**config.mk**
```make
export PLATFORM = sky130hd
export DESIGN_NAME = uart_tx
export DESIGN_NICKNAME = d
export VERILOG_FILES = /design/src/rtl/uart_pkg.sv /design/src/rtl/uart_tx_fifo.sv /design/src/rtl/uart_tx.sv
export SDC_FILE = /design/constraint.sdc
export NUM_CORES = 1
export LEC_CHECK = 0
export CAP_MARGIN = 20
export CORE_MARGIN = 5
export CORE_UTILIZATION = 29
export CTS_CLUSTER_SIZE = 20
export DETAILED_ROUTE_END_ITERATION = 10
export GPL_TIMING_DRIVEN = 1
export SYNTH_ARGS = -nofsm -noshare
export SYNTH_HDL_FRONTEND = slang
export SYNTH_HIERARCHICAL = 1
export SYNTH_SLANG_ARGS = --single-unit
```
**constraint.sdc**
```tcl
create_clock -name clock -period 3.75 [get_ports clock]
set_input_delay 0.75 -clock clock [delete_from_list [all_inputs] [get_ports clock]]
set_output_delay 0.75 -clock clock [all_outputs]
set_load 0.005 [all_outputs]
```
**src/rtl/uart_pkg.sv**
```systemverilog
`default_nettype none
// ============================================================================
// uart_pkg : state encodings and baud divisor shared by uart_rx and uart_tx
// Rev 1.0
// ============================================================================
package uart_pkg;

    localparam int c_BAUD_CNT_W = 16;

    localparam logic [1:0] c_ST_IDLE  = 2'd0;
    localparam logic [1:0] c_ST_START = 2'd1;
    localparam logic [1:0] c_ST_DATA  = 2'd2;
    localparam logic [1:0] c_ST_STOP  = 2'd3;

    function automatic int calc_baud_ticks(input int clock_freq, input int baudrate);
        return clock_freq / baudrate;
    endfunction

endpackage
`default_nettype wire

```
**src/rtl/uart_tx_fifo.sv**
```systemverilog
`default_nettype none
// ============================================================================
// uart_tx_fifo : first-word-fall-through FIFO; push ignored when full
// Rev 1.0
// ============================================================================
module uart_tx_fifo #(
    parameter int WIDTH = 8,
    parameter int DEPTH = 16
) (
    input  logic                     clock,
    input  logic                     reset,
    input  logic                     push,
    input  logic [WIDTH-1:0]         wr_data,
    input  logic                     pop,
    output logic [WIDTH-1:0]         rd_data,
    output logic [$clog2(DEPTH):0]   count,
    output logic                     full,
    output logic                     empty
);

    localparam int                 c_AW   = $clog2(DEPTH);
    localparam logic [c_AW:0]      c_FULL = (c_AW + 1)'(DEPTH);

    generate
        if ((DEPTH < 2) || (DEPTH > 256) || ((DEPTH & (DEPTH - 1)) != 0)) begin : g_depth_check
            $error("uart_tx_fifo: DEPTH must be a power of two in 2..256");
        end
    endgenerate

    logic [WIDTH-1:0] r_mem [DEPTH];
    logic [c_AW-1:0]  r_wr_ptr;
    logic [c_AW-1:0]  r_rd_ptr;
    logic [c_AW:0]    r_count;
    logic             w_push;
    logic             w_pop;

    // Full/empty come from registered count only, so a slot freed this edge
    // cannot be refilled until the next one.
    assign full    = (r_count == c_FULL);
    assign empty   = (r_count == '0);
    assign count   = r_count;
    assign rd_data = r_mem[r_rd_ptr];
    assign w_push  = push & ~full;
    assign w_pop   = pop & ~empty;

    always_ff @(posedge clock) begin
        if (reset) begin
            r_wr_ptr <= '0;
            r_rd_ptr <= '0;
            r_count  <= '0;
        end else begin
            if (w_push) begin
                r_wr_ptr <= r_wr_ptr + 1'b1;
            end
            if (w_pop) begin
                r_rd_ptr <= r_rd_ptr + 1'b1;
            end
            case ({w_push, w_pop})
                2'b10:   r_count <= r_count + 1'b1;
                2'b01:   r_count <= r_count - 1'b1;
                default: r_count <= r_count;
            endcase
        end
    end

    always_ff @(posedge clock) begin
        if (w_push) begin
            r_mem[r_wr_ptr] <= wr_data;
        end
    end

endmodule
`default_nettype wire

```
**src/rtl/uart_tx.sv**
```systemverilog
`default_nettype none
// ============================================================================
// uart_tx : FIFO-buffered 8N1 UART transmitter with registered serial output
// Rev 1.0
// ============================================================================
module uart_tx
    import uart_pkg::*;
#(
    parameter int BAUDRATE   = 115200,
    parameter int CLOCK_FREQ = 27000000,
    parameter int FIFO_DEPTH = 16
) (
    input  logic                          clock,
    input  logic                          reset,
    input  logic [7:0]                    tx_data,
    input  logic                          tx_valid,
    output logic                          tx_ready,
    output logic                          tx,
    output logic                          tx_busy,
    output logic [$clog2(FIFO_DEPTH):0]   fifo_count
);

    localparam int                      c_BAUD_TICKS = calc_baud_ticks(CLOCK_FREQ, BAUDRATE);
    localparam logic [c_BAUD_CNT_W-1:0] c_BAUD_LAST  = c_BAUD_CNT_W'(c_BAUD_TICKS - 1);

    generate
        if ((c_BAUD_TICKS < 2) || (c_BAUD_TICKS > 65535)) begin : g_baud_check
            $error("uart_tx: BAUD_TICKS must lie in 2..65535");
        end
    endgenerate

    logic [1:0]              r_state;
    logic [c_BAUD_CNT_W-1:0] r_baud_cnt;
    logic [2:0]              r_bit_idx;
    logic [7:0]              r_shift;
    logic                    r_tx;

    logic [7:0]              w_fifo_data;
    logic                    w_full;
    logic                    w_empty;
    logic                    w_bit_end;
    logic                    w_pop;
    logic                    w_tx_next;

    uart_tx_fifo #(
        .WIDTH (8),
        .DEPTH (FIFO_DEPTH)
    ) u_fifo (
        .clock   (clock),
        .reset   (reset),
        .push    (tx_valid),
        .wr_data (tx_data),
        .pop     (w_pop),
        .rd_data (w_fifo_data),
        .count   (fifo_count),
        .full    (w_full),
        .empty   (w_empty)
    );

    assign w_bit_end = (r_baud_cnt == c_BAUD_LAST);
    // The stop bit hands straight over to the next queued byte, so frames
    // can run back to back without an idle cycle.
    assign w_pop     = ~w_empty & ((r_state == c_ST_IDLE) |
                                   ((r_state == c_ST_STOP) & w_bit_end));
    assign tx_ready  = ~w_full;
    assign tx_busy   = ~((r_state == c_ST_IDLE) & w_empty);
    assign tx        = r_tx;

    always_comb begin
        w_tx_next = 1'b1;
        case (r_state)
            c_ST_START: w_tx_next = 1'b0;
            c_ST_DATA:  w_tx_next = r_shift[0];
            default:    w_tx_next = 1'b1;
        endcase
    end

    always_ff @(posedge clock) begin
        if (reset) begin
            r_state    <= c_ST_IDLE;
            r_baud_cnt <= '0;
            r_bit_idx  <= '0;
            r_shift    <= '0;
            r_tx       <= 1'b1;
        end else begin
            r_tx <= w_tx_next;
            case (r_state)
                c_ST_IDLE: begin
                    if (!w_empty) begin
                        r_shift    <= w_fifo_data;
                        r_baud_cnt <= '0;
                        r_state    <= c_ST_START;
                    end
                end
                c_ST_START: begin
                    if (w_bit_end) begin
                        r_baud_cnt <= '0;
                        r_bit_idx  <= '0;
                        r_state    <= c_ST_DATA;
                    end else begin
                        r_baud_cnt <= r_baud_cnt + 1'b1;
                    end
                end
                c_ST_DATA: begin
                    if (w_bit_end) begin
                        r_baud_cnt <= '0;
                        r_shift    <= {1'b0, r_shift[7:1]};
                        if (r_bit_idx == 3'd7) begin
                            r_state <= c_ST_STOP;
                        end else begin
                            r_bit_idx <= r_bit_idx + 1'b1;
                        end
                    end else begin
                        r_baud_cnt <= r_baud_cnt + 1'b1;
                    end
                end
                c_ST_STOP: begin
                    if (w_bit_end) begin
                        r_baud_cnt <= '0;
                        if (!w_empty) begin
                            r_shift <= w_fifo_data;
                            r_state <= c_ST_START;
                        end else begin
                            r_state <= c_ST_IDLE;
                        end
                    end else begin
                        r_baud_cnt <= r_baud_cnt + 1'b1;
                    end
                end
                default: r_state <= c_ST_IDLE;
            endcase
        end
    end

endmodule
`default_nettype wire

```
# Word-level counts from Yosys, hierarchy flattened

Memory sizes are Yosys's and may differ from the RTL's. A register that Yosys moved wholly into a read port is not among the register bits.
Cells that the tools add are included.

Register bits: 43
RAM bits: 128
Output and inout port bits: 8
Memories kept: 1

Add/sub/neg operators: 6
Eq/ne operators: 14
Multiplexer cells: 24
Bitwise gates (word level): 9
Reduce and logical (&&, ||, !) cells: 9

Memory list:

| name         | words | bits a word | rd ports | clocked after memory_dff | write ports | line               | source |
|---|---|---|---|---|---|---|---|
| u_fifo.r_mem | 16    | 8           | 1        | 1                        | 1           | uart_tx_fifo.sv:30 | `logic [WIDTH-1:0] r_mem [DEPTH];` |

Operators with widths:

| kind                  | number |
|---|---|
| $mux 16               | 2 |
| $pmux 16 s2           | 1 |
| $mux 8                | 3 |
| $pmux 8 s3            | 1 |
| $add 16x1->16 const B | 1 |
| $eq 16x8->1 const B   | 1 |
| $ne 2x2->1 const B    | 6 |
| $mux 2                | 5 |
| $pmux 5 s2            | 1 |
| $mux 3                | 3 |
| $add 4x1->4 const B   | 2 |
| $mux 4                | 2 |
| $pmux 2 s4            | 1 |
| $eq 2x2->1 const B    | 3 |
| $pmux 3 s2            | 1 |
| $add 5x1->5 const B   | 1 |
| $and 1x1->1           | 5 |
| $eq 5x5->1 const B    | 1 |
| $logic_not 5->1       | 1 |
| $reduce_and 5->1      | 1 |
| $sub 5x1->5 const B   | 1 |
| $eq 2x1->1 const B    | 2 |
| $reduce_and 4->1      | 1 |
| $reduce_bool 2->1     | 2 |
| other kinds (10)      | 14 |

# Depth between registers and ports, before layout

Depth in word-level cells: 7
Depth in mapped cells: 16
Depth with buffers taken out: 15

# Hierarchy

The synthesis kept the hierarchy.

Modules (own cells, without submodules):

| module       | times used | cells each | area each (um^2) | sequential area each (um^2) |
|---|---|---|---|---|
| uart_tx_fifo | 1          | 324        | 5836.8           | 4184.0 |
| uart_tx      | 1          | 211        | 1881.8           | 600.6 |

# Worst setup path before layout

OpenSTA, ideal clock, no wires.

Path kind: reg2reg
Start: register r_baud_cnt[4]
End: register u_fifo.r_count[4], in the netlist u_fifo/count[4]
Arrival time: 3.242 ns
Data required time: 3.629 ns
Path slack: 0.387 ns
Cell stages (with the launch flop): 16
Path through: dfxtp_1 -> buf_6 -> nor4b_4 -> and4_2 -> a21oi_1 -> nor2_1 -> o21ai_4 -> inv_1 -> ha_1 -> clkbuf_1 -> xor2_1 -> ha_1 -> inv_1 -> a21o_1 -> a221oi_1 -> mux2_2

Word-level cells in the longest chain between the ends: 7

RTL lines:

| item                                            | line               | source |
|---|---|---|
| from (decl)                                     | uart_tx.sv:33      | `logic [c_BAUD_CNT_W-1:0] r_baud_cnt;` |
| from (signal assigned)                          | uart_tx.sv:101     | `r_baud_cnt <= r_baud_cnt + 1'b1;` |
| from (signal assigned)                          | uart_tx.sv:114     | `r_baud_cnt <= r_baud_cnt + 1'b1;` |
| from (signal assigned)                          | uart_tx.sv:127     | `r_baud_cnt <= r_baud_cnt + 1'b1;` |
| $eq 16x8->1 (*)                                 | uart_tx.sv:60      | `assign w_bit_end = (r_baud_cnt == c_BAUD_LAST);` |
| $and 1x1->1 (*)                                 | uart_tx.sv:64      | `((r_state == c_ST_STOP) & w_bit_end));` |
| $or 1x1->1 (*)                                  | uart_tx.sv:63      | `assign w_pop = ~w_empty & ((r_state == c_ST_IDLE) \|` |
| $and 1x1->1 (*)                                 | uart_tx.sv:63      |  |
| via w_pop                                       | uart_tx.sv:42      | `logic w_pop;` |
| $and 1x1->1 (*)                                 | uart_tx_fifo.sv:44 | `assign w_pop = pop & ~empty;` |
| via u_fifo.w_pop                                | uart_tx_fifo.sv:35 | `logic w_pop;` |
| $eq 2x1->1 or $eq 2x2->1 (tied branches)        | uart_tx_fifo.sv:58 | `case ({w_push, w_pop})` |
| $pmux 5 s2 or $reduce_bool 2->1 (tied branches) | -                  |  |
| to (signal assigned)                            | uart_tx_fifo.sv:59 | `2'b10: r_count <= r_count + 1'b1;` |
| to (signal assigned)                            | uart_tx_fifo.sv:60 | `2'b01: r_count <= r_count - 1'b1;` |
| to (signal assigned)                            | uart_tx_fifo.sv:61 | `default: r_count <= r_count;` |
| to (decl)                                       | uart_tx_fifo.sv:33 | `logic [c_AW:0] r_count;` |

The timed path passes the listed nets; every way through them passes the cells marked *.
A chain may end at the register's enable or synchronous reset.

# Worst setup path after layout

Start: register u_fifo.r_count[1], in the netlist u_fifo/count[1]
End: output port tx_busy

Word-level cells in the longest chain between the ends: 3

RTL lines:

| item            | line               | source |
|---|---|---|
| $logic_not 5->1 | uart_tx_fifo.sv:40 | `assign empty = (r_count == '0);` |
| via w_empty     | uart_tx.sv:40      | `logic w_empty;` |
| $and 1x1->1     | uart_tx.sv:66      | `assign tx_busy = ~((r_state == c_ST_IDLE) & w_empty);` |
| $not 1->1       | uart_tx.sv:66      |  |
| to (decl)       | uart_tx.sv:19      | `output logic tx_busy,` |

The timed path passes the listed nets, and every way through them passes these cells.

==> results by group <==
Status
  – Status: finished, final reports clean

GRT
  – Initial antenna violation count: 0
  – Vias in the first global route: 4636
  – Largest net degree at the start of global routing: 33
  – GRT Resource Usage Total: 10.70%
  – GRT overflow: 0
  – First-pass GRT wire length: 25360 microns

Job
  – Max-Cap Viols: 0

Critical path
  – Worst reg-to-reg path cell count: 13
  – Worst setup startpoint: u_fifo/count[1]
  – Crit Path Max Fanout: 9
  – Worst path cell trace: or4_4 -> nor2_1 -> buf_4 -> and2_1 -> inv_1 -> clkdlybuf4s50_1
  – Critical-path top delay cell: or4_4
  – Kind of critical path: flop to output port
  – RR Startpoint: r_baud_cnt[2]
  – Crit path capture: tx_busy
  – Flop2flop setup slack: 0.27 ns
  – CP Launch Type: flop
  – Max stage delay on crit path: 0.64 ns
  – Critical Path AT: 2.78 ns
  – Setup crit end kind: output port
  – Critical Path RT: 3.00 ns
  – Reg2reg end: u_fifo/count[4]

Synthesis
  – Compound-Gate Fraction of Synth Area: 8.056%
  – Seq/Total Area, Yosys: 61.99%
  – Synth Instances: 535
  – XOR/XNOR Fraction of Synth Area: 1.021%
  – Commonest register cell after synthesis: edfxtp_1
  – Share of the synthesized area in the top cell type: 49.80%
  – Simple-gate share of the synthesized area: 10.80%
  – Ranking of synthesized cells by area: edfxtp_1, dfxtp_1, mux4_2
  – Syn Area/Cell: 14.43 sq um
  – Yosys cell types: 72
  – Synth Register Bits: 175
  – Largest family of logic cells by synthesized area: multiplexers
  – Yosys warns: 6
  – Count leader, synth: edfxtp_1
  – Synth Area in Adders: 2.756%
  – Synthesized Nets: 563
  – Fraction of synthesized area in multiplexers: 12.19%
  – Cell taking the most area after synthesis: edfxtp_1
  – Synth Cell Area: 0.007719 sq mm
  – Share of flip-flops with an asynchronous set or reset: 0%
  – Synth top cells by count: edfxtp_1, dfxtp_1, nor2_1
  – Number of synthesized flops with an enable pin: 128

Timing
  – Total negative slack: 0 ns
  – Slew @ Worst Pin: 0.9197 ns
  – Max_slew headroom: 38.62%
  – Final period util: 94.27%
  – Final hold vios: 0
  – Tmin final: 3.535 ns
  – Slew Limit Fails: 0
  – Setup violators final: 0
  – Final WS setup: 0.2150 ns
  – Clock Skew: 0.01456 ns
  – Fmax: 282.9 MHz
  – Unrepaired setup endpoints after global routing: false

Place
  – Dpl cell area: 0.008238 sq mm
  – Port bufs: 18
  – Hpwl dp: 10540 microns
  – Pre-CTS setup slack: 0.2991 ns
  – Placer Congestion: 0.7840

Route
  – DRC Markers: 0
  – Via density: 4.996
  – DRT iter0 DRCs: 211
  – Drt first pass iters: 4
  – WL per Instance: 17.39 microns
  – Routed Antenna Nets: 0
  – Routed wire length: 15650 microns
  – Vias: 4496

Floorplanning
  – Core box area: 0.02613 sq mm
  – Die H: 173.1 microns
  – Chip width: 173.1 microns
  – Io pins: 19
  – Die ar.: 0.02998 sq mm
  – Initial core utilization: 29.54%
  – Row cnt: 59

Cells and area
  – Nets@finish: 580
  – Ratio of cells with drive above 1 in the final layout: 19.29%
  – Area growth from synthesis to layout: 14.67%
  – Final instance area: 0.008851 sq mm
  – Antenna diode count: 0

Clock network
  – Root Driver: clkbuf_16
  – Inserted Clock Buffers: 17
  – Clock latency at the later pin of the worst-skew pair: 0.43 ns
  – Post_cts resized: 0
  – Reg clk slew, reported paths: 0.07 ns
  – Post-CTS Setup Inserts: 0
  – Clock Path Buffers: 2
  – Hold buffers post-CTS: 0
  – H-tree Lvls: 4
  – Clock sinks: 175
  – CTS tree: yes

Power
  – Cell Pwr Density: 625.6 mW/mm^2
  – Max IR drop VDD: 0.0002836 V
  – LEAKAGE: 2.922 nW

Worst hold path
  – Hold Startpoint: r_shift[0]
  – Hold/Removal Path Class: flop to flop
## cells in the final DEF (no fill, tap or decap), types with 7 or more instances in the layout
cell | netlist | final
a21oi_1 | 9 | 9
a22oi_1 | 16 | 16
a31oi_1 | 7 | 7
buf_4 | 1 | 14
clkbuf_16 | 0 | 17
clkdlybuf4s50_1 | 0 | 18
dfxtp_1 | 47 | 46
edfxtp_1 | 128 | 128
ha_1 | 17 | 17
inv_1 | 16 | 16
mux2_2 | 8 | 8
mux2i_1 | 13 | 13
mux4_2 | 32 | 32
nand2_1 | 41 | 41
nand3_1 | 8 | 8
nand4_1 | 8 | 8
nor2_1 | 44 | 44
nor3_1 | 8 | 8
o21ai_0 | 7 | 7
xor2_1 | 7 | 7
## per-layer routing
metal | part of all wire, % | track usage, % | up-vias | wire (microns)
met5 | 0 | 0 | - | 0
met4 | 1.8 | 3.924 | 0 | 281
met3 | 4.1 | 2.445 | 23 | 635
met2 | 51 | 18.33 | 109 | 7997
met1 | 43 | 13.27 | 2257 | 6739
li1 | - | - | 2107 | -
## sequential cells by signal, indices dropped and copies added (netlist names), named ones only
register	count
r_bit_idx	3
r_state	2
r_shift	8
u_fifo/r_rd_ptr	4
u_fifo/r_mem	128
u_fifo/r_wr_ptr	4
r_baud_cnt	16
u_fifo/count	5
tx	1
## worst max-delay path, delay by kind of cell, from the launching register on
family | cells | cell delay (ns)
simple gates | 3 | 1.09
buf+inv | 3 | 0.87
flops | 1 | 0.40
## area by class of cell
class	count	area (sq um)
fill	2530	17280
sequential	175	4786
multi-input combinational	310	2696
clock buffer	17	425.4
tap	335	419.2
timing repair buffer	32	285.3
clock inverter	15	178.9
inverter	16	60.06
## metrics by stage
stage	total power [mW]	hold slack [ns]	cells	utilization, %
2_1_floorplan	3.465	0.4313	535	-
3_3_place_gp	3.789	0.4416	868	31.52
3_5_place_dp	3.841	0.4564	868	31.52
4_1_cts	5.603	0.4664	900	33.84
5_1_grt	5.827	0.4917	900	33.87
6_report	5.537	0.4602	900	33.87
## worst min-delay path by stage
stage               slack, ns    endpoint  cells past startpoint
floorplan                0.43  r_shift[6]                      2
global placement         0.44  r_shift[7]                      2
detailed placement       0.46  r_shift[0]                      2
CTS                      0.47  r_shift[0]                      2
global route             0.49  r_shift[0]                      2
finish                   0.46  r_shift[0]                      2
## power by group
part	internal, mW	switching (mW)
Clock	0.905	0.841
Sequential	2.19	0.125
Combinational	0.675	0.799
Total	3.77	1.77
## cells by family after synthesis
| group | after synthesis |
|---|---|
| flip-flops | 175 |
| adder cells (fa/ha/maj) | 17 |
| multiplexers | 53 |
| AO/OA/AOI/OAI | 78 |
| XOR/XNOR | 9 |
| AND/OR/NAND/NOR | 153 |
| buffers and inverters | 50 |
No activity file was read; power rests on OpenSTA's default activity.
